### config.mk
export PLATFORM = sky130hd
export DESIGN_NAME = sig_gen_flat
export DESIGN_NICKNAME = d
export VERILOG_FILES = /design/src/rtl/stb_pkg.sv /design/src/rtl/sig_gen_if.sv /design/src/rtl/sig_gen_cfg_shadow.sv /design/src/rtl/sig_gen.sv /design/src/flat_wrapper.sv
export SDC_FILE = /design/constraint.sdc
export NUM_CORES = 1
export LEC_CHECK = 0
export CAP_MARGIN = 20
export CORE_MARGIN = 4
export CORE_UTILIZATION = 44
export DETAILED_ROUTE_END_ITERATION = 10
export HOLD_SLACK_MARGIN = 0.15
export PLACE_DENSITY = 0.6
export REMOVE_ABC_BUFFERS = 1
export SYNTH_ARGS = -nofsm -noshare
export SYNTH_HDL_FRONTEND = slang
export SYNTH_HIERARCHICAL = 1
export SYNTH_SLANG_ARGS = --single-unit
### constraint.sdc
create_clock -name clk_i -period 5.3 [get_ports clk_i]
set_input_delay 1.325 -clock clk_i [delete_from_list [all_inputs] [get_ports clk_i]]
set_output_delay 1.325 -clock clk_i [all_outputs]
set_load 0.01 [all_outputs]
### src/rtl/stb_pkg.sv
// Shared defaults and state encoding for the sig_gen periodic signal generator.
package stb_pkg;

    localparam int unsigned T_CNT_WIDTH_DEF = 32'd32;
    localparam int unsigned MIN_PERIOD_DEF  = 32'd4;

    typedef enum logic [1:0] {
        IDLE = 2'd0,
        HIGH = 2'd1,
        LOW  = 2'd2
    } sig_gen_state_t;

endpackage

### src/rtl/sig_gen_if.sv
// Configuration handshake bundle for sig_gen: valid/ready plus period and high time.
interface sig_gen_if #(
    parameter int unsigned W = stb_pkg::T_CNT_WIDTH_DEF
);
    logic         cfg_valid_i;
    logic         cfg_ready_o;
    logic [W-1:0] cfg_period_i;
    logic [W-1:0] cfg_high_i;

    modport master (
        output cfg_valid_i,
        output cfg_period_i,
        output cfg_high_i,
        input  cfg_ready_o
    );

    modport slave (
        input  cfg_valid_i,
        input  cfg_period_i,
        input  cfg_high_i,
        output cfg_ready_o
    );
endinterface

### src/rtl/sig_gen_cfg_shadow.sv
// Validates offered configurations and holds one legal pending configuration (shadow).
module sig_gen_cfg_shadow
    import stb_pkg::*;
#(
    parameter int unsigned T_CNT_WIDTH = T_CNT_WIDTH_DEF,
    parameter int unsigned MIN_PERIOD  = MIN_PERIOD_DEF
) (
    input  logic                   clk_i,
    input  logic                   arstn_i,
    sig_gen_if.slave               cfg,
    input  logic                   take_i,
    output logic                   full_o,
    output logic [T_CNT_WIDTH-1:0] period_o,
    output logic [T_CNT_WIDTH-1:0] high_o,
    output logic                   err_o
);

    function automatic logic cfg_legal(input logic [T_CNT_WIDTH-1:0] p,
                                       input logic [T_CNT_WIDTH-1:0] h);
        return (p >= T_CNT_WIDTH'(MIN_PERIOD)) && (h != {T_CNT_WIDTH{1'b0}}) && (h < p);
    endfunction

    logic                   ready_r;
    logic                   full_r;
    logic                   err_r;
    logic [T_CNT_WIDTH-1:0] period_r;
    logic [T_CNT_WIDTH-1:0] high_r;
    logic                   accept_s;
    logic                   legal_s;
    logic                   full_next_s;

    // Handshake decode and next shadow occupancy; accept and take never coincide.
    always_comb begin
        accept_s = cfg.cfg_valid_i & ready_r;
        legal_s  = cfg_legal(cfg.cfg_period_i, cfg.cfg_high_i);
        if (accept_s && legal_s) begin
            full_next_s = 1'b1;
        end else if (take_i) begin
            full_next_s = 1'b0;
        end else begin
            full_next_s = full_r;
        end
    end

    // Shadow storage, sticky error flag and registered ready.
    always_ff @(posedge clk_i or negedge arstn_i) begin
        if (!arstn_i) begin
            ready_r  <= 1'b0;
            full_r   <= 1'b0;
            err_r    <= 1'b0;
            period_r <= {T_CNT_WIDTH{1'b0}};
            high_r   <= {T_CNT_WIDTH{1'b0}};
        end else begin
            ready_r <= ~full_next_s;
            full_r  <= full_next_s;
            if (accept_s) begin
                if (legal_s) begin
                    period_r <= cfg.cfg_period_i;
                    high_r   <= cfg.cfg_high_i;
                    err_r    <= 1'b0;
                end else begin
                    err_r    <= 1'b1;
                end
            end
        end
    end

    assign cfg.cfg_ready_o = ready_r;
    assign full_o          = full_r;
    assign period_o        = period_r;
    assign high_o          = high_r;
    assign err_o           = err_r;

endmodule

### src/rtl/sig_gen.sv
// Periodic signal generator: P-cycle period with H cycles high, glitch-free reconfiguration.
// Optional bounded bursts with done pulse when SIG_GEN_BURST_EN is defined.
module sig_gen
    import stb_pkg::*;
#(
    parameter int unsigned T_CNT_WIDTH = T_CNT_WIDTH_DEF,
    parameter int unsigned MIN_PERIOD  = MIN_PERIOD_DEF
) (
    input  logic                   clk_i,
    input  logic                   arstn_i,
    sig_gen_if.slave               cfg,
    input  logic                   en_i,
`ifdef SIG_GEN_BURST_EN
    input  logic [T_CNT_WIDTH-1:0] burst_len_i,
    output logic                   done_o,
`endif
    output logic                   sig_o,
    output logic                   sync_o,
    output logic                   busy_o,
    output logic                   err_o,
    output logic [T_CNT_WIDTH-1:0] edge_cnt_o
);

    localparam logic [T_CNT_WIDTH-1:0] ZERO = {T_CNT_WIDTH{1'b0}};
    localparam logic [T_CNT_WIDTH-1:0] ONE  = T_CNT_WIDTH'(1);

    sig_gen_state_t         state_r;
    logic [T_CNT_WIDTH-1:0] cnt_r;
    logic [T_CNT_WIDTH-1:0] act_period_r;
    logic [T_CNT_WIDTH-1:0] act_low_r;
    logic                   act_valid_r;
    logic                   sig_r;
    logic                   sync_r;
    logic                   busy_r;
    logic [T_CNT_WIDTH-1:0] edge_r;
    logic                   sh_full_s;
    logic [T_CNT_WIDTH-1:0] sh_period_s;
    logic [T_CNT_WIDTH-1:0] sh_high_s;
    logic [T_CNT_WIDTH-1:0] nxt_period_s;
    logic [T_CNT_WIDTH-1:0] nxt_low_s;
    logic                   start_s;
    logic                   period_end_s;
    logic                   take_s;
    logic                   burst_done_s;
`ifdef SIG_GEN_BURST_EN
    logic [T_CNT_WIDTH-1:0] burst_r;
    logic                   done_r;
`endif

    sig_gen_cfg_shadow #(
        .T_CNT_WIDTH (T_CNT_WIDTH),
        .MIN_PERIOD  (MIN_PERIOD)
    ) u_cfg_shadow (
        .clk_i    (clk_i),
        .arstn_i  (arstn_i),
        .cfg      (cfg),
        .take_i   (take_s),
        .full_o   (sh_full_s),
        .period_o (sh_period_s),
        .high_o   (sh_high_s),
        .err_o    (err_o)
    );

    // Parameters for the next period: a pending shadow wins over the active set.
    always_comb begin
        if (sh_full_s) begin
            nxt_period_s = sh_period_s;
            nxt_low_s    = sh_period_s - sh_high_s;
        end else begin
            nxt_period_s = act_period_r;
            nxt_low_s    = act_low_r;
        end
        start_s      = (state_r == IDLE) && en_i && (act_valid_r || sh_full_s);
        period_end_s = (state_r == LOW) && (cnt_r == ZERO);
        take_s       = sh_full_s && (start_s || period_end_s);
`ifdef SIG_GEN_BURST_EN
        burst_done_s = (burst_r != ZERO) && (edge_r == burst_r);
`else
        burst_done_s = 1'b0;
`endif
    end

    // Main FSM; cnt_r runs P-1..0 over the whole period, HIGH ends when it reaches P-H.
    always_ff @(posedge clk_i or negedge arstn_i) begin
        if (!arstn_i) begin
            state_r      <= IDLE;
            cnt_r        <= ZERO;
            act_period_r <= ZERO;
            act_low_r    <= ZERO;
            act_valid_r  <= 1'b0;
            sig_r        <= 1'b0;
            sync_r       <= 1'b0;
            busy_r       <= 1'b0;
            edge_r       <= ZERO;
`ifdef SIG_GEN_BURST_EN
            burst_r      <= ZERO;
            done_r       <= 1'b0;
`endif
        end else begin
            sync_r <= 1'b0;
`ifdef SIG_GEN_BURST_EN
            done_r <= 1'b0;
`endif
            case (state_r)
                IDLE: begin
                    if (start_s) begin
                        state_r      <= HIGH;
                        cnt_r        <= nxt_period_s - ONE;
                        act_period_r <= nxt_period_s;
                        act_low_r    <= nxt_low_s;
                        act_valid_r  <= 1'b1;
                        sig_r        <= 1'b1;
                        sync_r       <= 1'b1;
                        busy_r       <= 1'b1;
                        edge_r       <= ONE;
`ifdef SIG_GEN_BURST_EN
                        burst_r      <= burst_len_i;
`endif
                    end else begin
                        sig_r  <= 1'b0;
                        busy_r <= 1'b0;
                    end
                end
                HIGH: begin
                    cnt_r <= cnt_r - ONE;
                    if (cnt_r == act_low_r) begin
                        state_r <= LOW;
                        sig_r   <= 1'b0;
                    end
                end
                LOW: begin
                    if (period_end_s) begin
                        act_period_r <= nxt_period_s;
                        act_low_r    <= nxt_low_s;
                        if (en_i && !burst_done_s) begin
                            state_r <= HIGH;
                            cnt_r   <= nxt_period_s - ONE;
                            sig_r   <= 1'b1;
                            sync_r  <= 1'b1;
                            edge_r  <= edge_r + ONE;
                        end else begin
                            state_r <= IDLE;
                            busy_r  <= 1'b0;
`ifdef SIG_GEN_BURST_EN
                            done_r  <= burst_done_s;
`endif
                        end
                    end else begin
                        cnt_r <= cnt_r - ONE;
                    end
                end
                default: begin
                    state_r <= IDLE;
                    sig_r   <= 1'b0;
                    busy_r  <= 1'b0;
                end
            endcase
        end
    end

    assign sig_o      = sig_r;
    assign sync_o     = sync_r;
    assign busy_o     = busy_r;
    assign edge_cnt_o = edge_r;
`ifdef SIG_GEN_BURST_EN
    assign done_o     = done_r;
`endif

endmodule
### src/flat_wrapper.sv
// flat-port wrapper written by rule: the top's interface ports become plain ports
module sig_gen_flat import stb_pkg::*;
#(
    parameter int unsigned T_CNT_WIDTH = T_CNT_WIDTH_DEF,
    parameter int unsigned MIN_PERIOD  = MIN_PERIOD_DEF
)
  (clk_i, arstn_i, en_i, sig_o, sync_o, busy_o, err_o, edge_cnt_o, cfg_cfg_valid_i, cfg_cfg_period_i, cfg_cfg_high_i, cfg_cfg_ready_o);
  sig_gen_if cfg_i ();
  input  logic clk_i;
  input  logic arstn_i;
  input  logic en_i;
  output logic sig_o;
  output logic sync_o;
  output logic busy_o;
  output logic err_o;
  output logic [T_CNT_WIDTH-1:0] edge_cnt_o;
  input wire logic [$bits(cfg_i.cfg_valid_i)-1:0] cfg_cfg_valid_i;
  input wire logic [$bits(cfg_i.cfg_period_i)-1:0] cfg_cfg_period_i;
  input wire logic [$bits(cfg_i.cfg_high_i)-1:0] cfg_cfg_high_i;
  output wire logic [$bits(cfg_i.cfg_ready_o)-1:0] cfg_cfg_ready_o;
  assign cfg_i.cfg_valid_i = cfg_cfg_valid_i;
  assign cfg_i.cfg_period_i = cfg_cfg_period_i;
  assign cfg_i.cfg_high_i = cfg_cfg_high_i;
  assign cfg_cfg_ready_o = cfg_i.cfg_ready_o;
  sig_gen #(.T_CNT_WIDTH(T_CNT_WIDTH), .MIN_PERIOD(MIN_PERIOD)) u_core (.clk_i(clk_i), .arstn_i(arstn_i), .cfg(cfg_i), .en_i(en_i), .sig_o(sig_o), .sync_o(sync_o), .busy_o(busy_o), .err_o(err_o), .edge_cnt_o(edge_cnt_o));
endmodule
==> out/metrics.yaml <==
global_route:
  antenna_found_initial: 0
  grt_pass1_wl_um: 54600
  grt_pass1_vias: 10394
  grt_usage_pct: 20.9
  grt_max_degree: 87
  grt_overflow_total: 0
synth:
  ys_types: 72
  ys_async_sr_fraction_pct: 100
  yosysWarningCount: 6
  syn_inst: 1427
  ys_seq_area_share_pct: 39.3
  ys.flop_type: "dfrtp_1"
  synth.avg_cell_area_um2: 8.98
  syn_area_um2: 12800
  synth-seq-cells: 201
  synth-edff-count: 0
hold_path:
  worst_hold_path_type: "flip-flop to flip-flop"
sta:
  hold_viol: 0
  min_period_ns: 4.08
  fin_hold_ws_ns: 0.473
  rsz0062_at_grt: "no"
  slew-limit-headroom_pct: 38.7
  setup_viol: 0
  worst_slack_ns: 1.22
  max_freq_mhz: 245
  max_slew.worst_pin.slew_ns: 0.908
  period_share_pct: 77.0
  maxSlewViolCount: 0
  fin_skew_ns: 0.0142
cells_and_area:
  area_growth_syn_to_layout_pct: 17.3
  fin_cells: 1924
  nNetsFinal: 1660
  layout_commonest_cell: "dfrtp_1"
  drive_above_1_share_pct: 5.19
  n_antenna_cell: 0
  final_cell_mix: "dfrtp_1 (200), nand2_1 (183), o21ai_0 (107)"
floorplanning:
  dieArea_um2: 31900
  core-area_um2: 28700
  die_y_um: 179
  num_rows: 62
  start_util_pct: 44.6
  io_pins: 105
  die_w_um: 179
worst_setup_path:
  cp-start-kind: "primary input"
  crit_fanout: 36
  critical_path_class: "primary input to flip-flop"
  cp.arrival_ns: 4.48
  cp.required_ns: 5.70
  cp-end-kind: "flip-flop"
status:
  status: "finished, final reports clean"
clock_network:
  clock-root-buffer: "clkbuf_16"
  clk_latency_ns: 0.52
  ctsHoldBuffers: 0
  cts_tree: "yes"
  path_clk_slew_ns: 0.06
  cts_buffer_depth: 3
  cts_setup_buffers: 0
  cts_max_level: 1
  clock-sinks: 201
  cts_resized: 0
  cts_buffers: 24
drt:
  drtIter0Drc: 737
  route.detailed.drc: 0
  wl_per_cell_um: 17.3
  drtPass1Iterations: 5
  via_count: 10656
  finalWirelength_um: 33200
  avgViaCountPerCell: 5.54
  detail-route-antenna-nets: 0
place:
  dp_cells: 1880
  place.gp.congestion: 0.885
  dp_slack_ns: 0.704
  dp_hpwl_um: 25100
  port_buffers: 104
pwr:
  irDropWorstVdd_uv: 310
  power_density_nw_per_um2: 645
  p_leak_nw: 6.54
  total_power_w: 0.00969
flow_run:
  maxCapViolations: 0
==> cell families (layout without fill, tap and decap cells) <==
| group | after synthesis | count (layout) | synth area share (%) |
|---|---|---|---|
| compound gates | 316 | 316 | 15.3 |
| xor+xnor | 109 | 109 | 7.45 |
| fa+ha+maj | 70 | 70 | 6.89 |
| buf+inv | 146 | 259 | 4.69 |
| flops | 201 | 201 | 39.3 |
| mux | 95 | 95 | 8.08 |
| simple gates | 490 | 490 | 18.3 |
==> worst paths after layout <==
check | from | slack [ns] | cells past startpoint | end
setup / recovery | cfg_cfg_period_i[25] | 1.22 | 10 | u_core/u_cfg_shadow/high_o[27]
hold / removal | u_core/act_period_r[23] | 0.47 | 2 | u_core/act_period_r[23]
setup reg to reg | u_core/cnt_r[0] | 1.42 | 10 | u_core/act_period_r[24]
hold reg to reg | u_core/act_period_r[23] | 0.47 | 2 | u_core/act_period_r[23]
max in group asynchronous | arstn_i | 3.32 | 2 | u_core/act_low_r[18]
min in group asynchronous | arstn_i | 0.84 | 1 | u_core/cnt_r[2]
==> metrics by stage <==
stage | TNS (ns) | util (%) | cell area (um2)
after floorplan | -51.06 | - | 12600
after global placement | 0 | 49.6 | 14200
after detailed placement | 0 | 49.6 | 14200
after CTS | 0 | 52.4 | 15000
after global routing | 0 | 52.4 | 15000
final | 0 | 52.4 | 15000
==> critical path: stages <==
cell and delay (ns):
clkdlybuf4s50_1 0.51, inv_1 0.06, ha_1 0.30, a21o_1 0.16, a221o_1 0.33, o2bb2ai_1 0.12
or4_1 0.58, a211oi_4 0.25, buf_4 0.44, mux2_1 0.37
==> cells in the mapped netlist, types with 4 or more instances <==
master / n / area (um2)
xor2_1: 32 / 280
clkbuf_1: 31 / 116
buf_6: 4 / 45.0
a21oi_1: 84 / 420
dfrtp_1: 201 / 5030
or2_2: 5 / 31.3
nand2_1: 183 / 687
inv_1: 92 / 345
nor4_1: 27 / 169
mux2_1: 64 / 721
xnor2_1: 77 / 674
o21a_1: 9 / 67.6
nand4_1: 31 / 194
a22oi_1: 6 / 45.0
nand2b_1: 18 / 113
and3_1: 10 / 62.6
and4_1: 5 / 43.8
o21ai_0: 107 / 536
o32ai_1: 5 / 43.8
o31ai_1: 11 / 82.6
a21o_1: 15 / 113
ha_1: 69 / 863
nor2_1: 96 / 360
mux2i_1: 28 / 280
buf_2: 15 / 75.1
or3_1: 13 / 81.3
o2111ai_1: 4 / 35.0
nor3_1: 40 / 200
o22ai_1: 5 / 31.3
a32oi_1: 8 / 70.1
nand3_1: 26 / 130
o211ai_1: 10 / 75.1
nor2b_1: 6 / 37.5
o311ai_0: 5 / 43.8
a31oi_1: 7 / 43.8
nor3b_1: 12 / 90.1
and2_1: 5 / 31.3
==> power by group <==
part | total, W | leakage [nW] | switching (W) | internal, W
sequential | 0.00290 | 2.51 | 0.000722 | 0.00217
combinational | 0.00517 | 3.64 | 0.00298 | 0.00218
clock | 0.00163 | 0.386 | 0.000658 | 0.000970
==> cell type report <==
class                   instances  area [um2]
well taps                     384         480
repair buffers                123        1200
multi-input cells            1080        7190
clock inverters                 9        80.1
fillers                      2698       13700
flip-flops and latches        201        5030
inverters                      92         345
clock buffers                  35         703
==> state kept, by name, indices dropped and copies added (netlist names) <==
register,flops
u_core/act_low_r,32
u_core/act_period_r,32
u_core/act_valid_r,1
u_core/busy_o,1
u_core/cnt_r,32
u_core/edge_cnt_o,32
u_core/sig_o,1
u_core/state_r,2
u_core/sync_o,1
u_core/u_cfg_shadow/cfg.cfg_ready_o,1
u_core/u_cfg_shadow/err_o,1
u_core/u_cfg_shadow/full_o,1
u_core/u_cfg_shadow/high_o,32
u_core/u_cfg_shadow/period_o,32
==> routing by layer <==
layer / up-vias / GRT usage, % / share of wire [%]
li1: 5268 / - / -
met1: 5095 / 31.2 / 49
met2: 244 / 32.2 / 43
met3: 49 / 2.31 / 4.4
met4: 0 / 6.17 / 2.8
met5: - / 0 / 0
(Power assumes the default switching activity.)
